**src/rtl/ram_arbiter.sv**
```systemverilog
// Round-robin arbiter that shares a single-port synchronous word RAM between a fetch port (0)
// and a load/store port (1). It runs one transaction at a time with a fixed 3-cycle latency.
module ram_arbiter #(
    parameter int DEPTH = 1024
) (
    input  logic        clk,
    input  logic        rst_n,
    input  logic        p0_req,
    input  logic        p0_we,
    input  logic [29:0] p0_addr,
    input  logic [31:0] p0_wdata,
    output logic        p0_done,
    output logic        p0_err,
    output logic [31:0] p0_rdata,
    input  logic        p1_req,
    input  logic        p1_we,
    input  logic [29:0] p1_addr,
    input  logic [31:0] p1_wdata,
    output logic        p1_done,
    output logic        p1_err,
    output logic [31:0] p1_rdata,
    output logic [29:0] ram_addr,
    output logic [31:0] ram_din,
    output logic        ram_re,
    output logic        ram_we,
    input  logic [31:0] ram_dout
);

    typedef enum logic [1:0] {S_IDLE, S_ACCESS, S_WAIT} state_t;

    state_t      r_state;
    state_t      w_next;
    logic        r_last;
    logic        r_gnt;
    logic        r_we;
    logic        r_oor;
    logic        w_elig0;
    logic        w_elig1;
    logic        w_grant;
    logic        w_gnt;
    logic        w_we;
    logic        w_oor;
    logic [29:0] w_addr;
    logic [31:0] w_wdata;

    // A port that is being acknowledged this cycle still holds req high; mask it out.
    assign w_elig0 = p0_req & ~p0_done;
    assign w_elig1 = p1_req & ~p1_done;

    assign w_addr  = w_gnt ? p1_addr  : p0_addr;
    assign w_wdata = w_gnt ? p1_wdata : p0_wdata;
    assign w_we    = w_gnt ? p1_we    : p0_we;
    assign w_oor   = {2'b00, w_addr} >= 32'(DEPTH);

    always_ff @(posedge clk or negedge rst_n) begin
        if (!rst_n) begin
            r_state <= S_IDLE;
        end else begin
            r_state <= w_next;
        end
    end

    always_comb begin
        w_next  = r_state;
        w_grant = 1'b0;
        w_gnt   = 1'b0;
        case (r_state)
            S_IDLE: begin
                if (w_elig0 | w_elig1) begin
                    w_grant = 1'b1;
                    w_gnt   = (w_elig0 & w_elig1) ? ~r_last : w_elig1;
                    w_next  = S_ACCESS;
                end
            end
            S_ACCESS: w_next = S_WAIT;
            S_WAIT:   w_next = S_IDLE;
            default:  w_next = S_IDLE;
        endcase
    end

    always_ff @(posedge clk or negedge rst_n) begin
        if (!rst_n) begin
            r_last   <= 1'b1;
            r_gnt    <= 1'b0;
            r_we     <= 1'b0;
            r_oor    <= 1'b0;
            ram_addr <= '0;
            ram_din  <= '0;
            ram_re   <= 1'b0;
            ram_we   <= 1'b0;
            p0_done  <= 1'b0;
            p0_err   <= 1'b0;
            p0_rdata <= '0;
            p1_done  <= 1'b0;
            p1_err   <= 1'b0;
            p1_rdata <= '0;
        end else begin
            p0_done <= 1'b0;
            p1_done <= 1'b0;
            case (r_state)
                S_IDLE: begin
                    if (w_grant) begin
                        r_gnt    <= w_gnt;
                        r_we     <= w_we;
                        r_oor    <= w_oor;
                        r_last   <= w_gnt;
                        ram_addr <= w_addr;
                        ram_din  <= w_wdata;
                        ram_re   <= ~w_we & ~w_oor;
                        ram_we   <= w_we & ~w_oor;
                    end
                end
                S_ACCESS: begin
                    ram_re <= 1'b0;
                    ram_we <= 1'b0;
                end
                S_WAIT: begin
                    // ram_dout carries the word read during ACCESS.
                    if (r_gnt) begin
                        p1_done <= 1'b1;
                        p1_err  <= r_oor;
                        if (r_oor) begin
                            p1_rdata <= '0;
                        end else if (!r_we) begin
                            p1_rdata <= ram_dout;
                        end
                    end else begin
                        p0_done <= 1'b1;
                        p0_err  <= r_oor;
                        if (r_oor) begin
                            p0_rdata <= '0;
                        end else if (!r_we) begin
                            p0_rdata <= ram_dout;
                        end
                    end
                end
                default: ;
            endcase
        end
    end

endmodule

```
**config.mk**
```make
export PLATFORM = sky130hd
export DESIGN_NAME = ram_arbiter
export DESIGN_NICKNAME = d
export VERILOG_FILES = /design/src/rtl/ram_arbiter.sv
export SDC_FILE = /design/constraint.sdc
export NUM_CORES = 1
export LEC_CHECK = 0
export ABC_AREA = 1
export CAP_MARGIN = 30
export CORE_MARGIN = 5
export CORE_UTILIZATION = 42
export DETAILED_ROUTE_END_ITERATION = 6
export MAX_ROUTING_LAYER = met4
export PLACE_DENSITY = 0.82
export SLEW_MARGIN = 20
export SYNTH_ARGS = -nofsm -noshare
export SYNTH_HDL_FRONTEND = slang
export SYNTH_SLANG_ARGS = --single-unit
```
**constraint.sdc**
```tcl
create_clock -name clk -period 2.06 [get_ports clk]
set_input_delay 0.412 -clock clk [delete_from_list [all_inputs] [get_ports clk]]
set_output_delay 0.412 -clock clk [all_outputs]
set_load 0.03 [all_outputs]
```
==> results.yml <==
status:
  status: "complete, no violations"
synthesis:
  ys_seq_elements: 138
  synth_cells: 677
  syn_area_per_cell_sq_um: 9.32
  synth_seq_area_share_pct: 54.7
  synth_xor_area_share_pct: 0
  syn_area_sq_um: 6310
  synthMuxAreaShare_pct: 11.6
  netlist.area_leader.share_pct: 54.3
  ys.warnings.count: 0
  synth_fa_ha_area_share_pct: 0
  synth_top_family_by_area: "simple AND/OR/NAND/NOR gates"
  ys_types: 27
  synth_compound_area_share_pct: 8.61
  yosysTopAreaCell: "dfrtp_1"
  syn-num-nets: 839
  synthTopCellsByArea: "dfrtp_1 (54%), mux2_2 (11%), nand2_1 (8.0%), o21ai_0 (6.0%), nor2_1 (5.9%)"
  yosys.area_share.simple_pct: 17.9
critical_path:
  cp_max_fo: 3
  crit_type: "reg -> out"
  path_delay_family: "buffers and inverters"
  worstPathArrival_ns: 1.55
  endpoint_kind: "output port"
  path_cells: "clkdlybuf4s50_1"
  critPathLaunchType: "flop"
  max_stage_delay_ns: 0.74
  cp.buffers_inverters: 1
  crit_slowest_cell: "clkdlybuf4s50_1"
  reg2reg_slack_ns: 0.26
  worstPathRequired_ns: 1.65
detailed_routing:
  first_iter_violations: 297
  drt_first_pass_iters: 7
  drc: 0
  wirelength_microns: 20200
  ant_nets: 0
  viasPerCell: 4.98
  vias: 5852
  wl_per_cell_microns: 17.2
finish:
  mostFrequentLayoutCell: "clkdlybuf4s50_1"
  syn_to_final_growth_pct: 61.8
  final_cell_mix: "clkdlybuf4s50_1 (292), dfrtp_1 (137), nand2_1 (135)"
  nNetsFinal: 1139
  fin_cells: 1175
  drive_gt1_share_pct: 13.6
global_routing:
  grt_use_met1_pct: 27.1
  grtUsageMet2_pct: 39.4
  overflow: 0
  grt_util_all_layers_pct: 23.3
  use_met3_pct: 7.37
  grt_pass1_wl_microns: 31700
  grt_pass1_vias: 6046
  antenna_found_initial: 1
  grt_max_degree: 54
  top_usage_layer: "met2"
placed_design:
  dpl.cell_count: 1141
  hpwlAfterDp_microns: 15300
  portBuffers: 293
  routabilityCongestion: 0.885
  dp_slack_ns: -0.112
floorplan:
  rows: 44
  die_area_sq_um: 17600
  initial_core_util_pct: 43.1
  die_x_microns: 133
  die_h_microns: 133
  io_pins: 294
  core_sq_um: 14600
timing:
  tightestPinTransition_ns: 0.434
  setup_violations: 0
  max_freq_mhz: 510
  rsz0062_at_grt: "false"
  maxSlewViolCount: 0
  slew_headroom_pct: 71.1
  period_needed_ns: 1.96
  hold_viol: 0
  skew_ns: 0.00774
  fin_ws_ns: 0.101
  timing.final.crit_share_pct: 95.1
clock_tree:
  cts_buffers: 17
  cts_tree: "done"
  clock-sinks: 138
  cts_setup_buffers: 0
  clk_latency_ns: 0.41
  clockBufferDepth: 2
  cts-htree-levels: 4
  clk_pin_slew_ns: 0.06
  root_buffer: "clkbuf_16"
pwr:
  p_per_area_nw_per_um2: 1650
  ir_drop_uv: 901
  power_leakage_nw: 4.68
min_path:
  hp-class: "reg -> reg"
flow_run:
  timing.max_cap.violations: 0
[cells by family after synthesis]
family | after synthesis
buffers and inverters | 99
muxes | 65
and+or+nand+nor | 273
AOI/OAI and AO/OA | 102
DFF | 138
[final timing paths]
path,from,to,cells past startpoint
worst min register to register,r_state[1]$_DFFE_PN0P_,r_state[1]$_DFFE_PN0P_,1
min in group asynchronous,rst_n,p0_rdata[21]$_DFFE_PN0P_,2
worst max register to register,r_last$_DFFE_PN1P_,ram_re$_DFFE_PN0P_,12
worst min-delay path,r_state[1]$_DFFE_PN0P_,r_state[1]$_DFFE_PN0P_,1
worst max-delay path,p1_done$_DFF_PN0_,p1_done,1
max in group asynchronous,rst_n,r_last$_DFFE_PN1P_,3
[layout make-up]
type | count | area, sq um
clock inverters | 10 | 118
diodes | 1 | 2.50
repair buffers | 321 | 3300
clock buffers | 22 | 474
flip-flops and latches | 138 | 3450
multi-input cells | 440 | 2410
well taps | 184 | 230
inverters | 59 | 221
fillers | 1086 | 4430
[repair_timing]
item                                   CTS  global route
hold buffers                             1             0
resized for setup                        0             0
endpoints found under the hold margin   42             0
[layer usage]
| metal | part of all wire [%] | vias to the layer above |
|---|---|---|
| met4 | 1.6 | 0 |
| met5 | 0 | - |
| li1 | - | 2788 |
| met3 | 8.2 | 25 |
| met2 | 51 | 265 |
| met1 | 40 | 2774 |
[synth_stat cells]
library cell / number
nand3b_1: 6
nor3_4: 1
inv_2: 3
a21oi_1: 2
o21ai_2: 2
nor2_1: 100
mux2_2: 59
o21a_1: 1
and2_1: 1
o21ai_0: 76
dfrtp_1: 137
mux2i_1: 1
o21ai_1: 3
mux2_1: 5
buf_6: 7
nand2_2: 1
nand3_1: 20
nor2_2: 5
dfstp_2: 1
clkbuf_1: 13
nand3_2: 2
buf_2: 19
a31oi_1: 18
nor2_4: 2
inv_1: 56
nand2_1: 135
buf_4: 1
[registers in the layout (all words and copies together), names as in the netlist, 2 cells and up]
signal    flops
p0_rdata     32
p1_rdata     32
r_state       2
ram_addr     30
ram_din      32
[stage by stage]
| stage | utilization (%) | power (mW) | setup TNS, ns | hold WS [ns] | area, sq um |
|---|---|---|---|---|---|
| 2_1_floorplan | - | 9.79 | 0 | 0.116 | 6310 |
| 3_3_place_gp | 65.6 | 13.7 | -0.122 | 0.363 | 9610 |
| 3_5_place_dp | 65.6 | 13.9 | -0.407 | 0.365 | 9610 |
| 4_1_cts | 69.7 | 17.0 | 0 | 0.484 | 10200 |
| 5_1_grt | 69.7 | 17.8 | 0 | 0.495 | 10200 |
| 6_report | 69.7 | 16.8 | 0 | 0.483 | 10200 |
[where the power goes]
group	switching (mW)	internal [mW]	leakage, nW
Combinational	5.31	3.84	2.67
Clock	1.14	1.88	0.278
Sequential	0.677	3.96	1.73
Power figures use the tool's default switching activity.
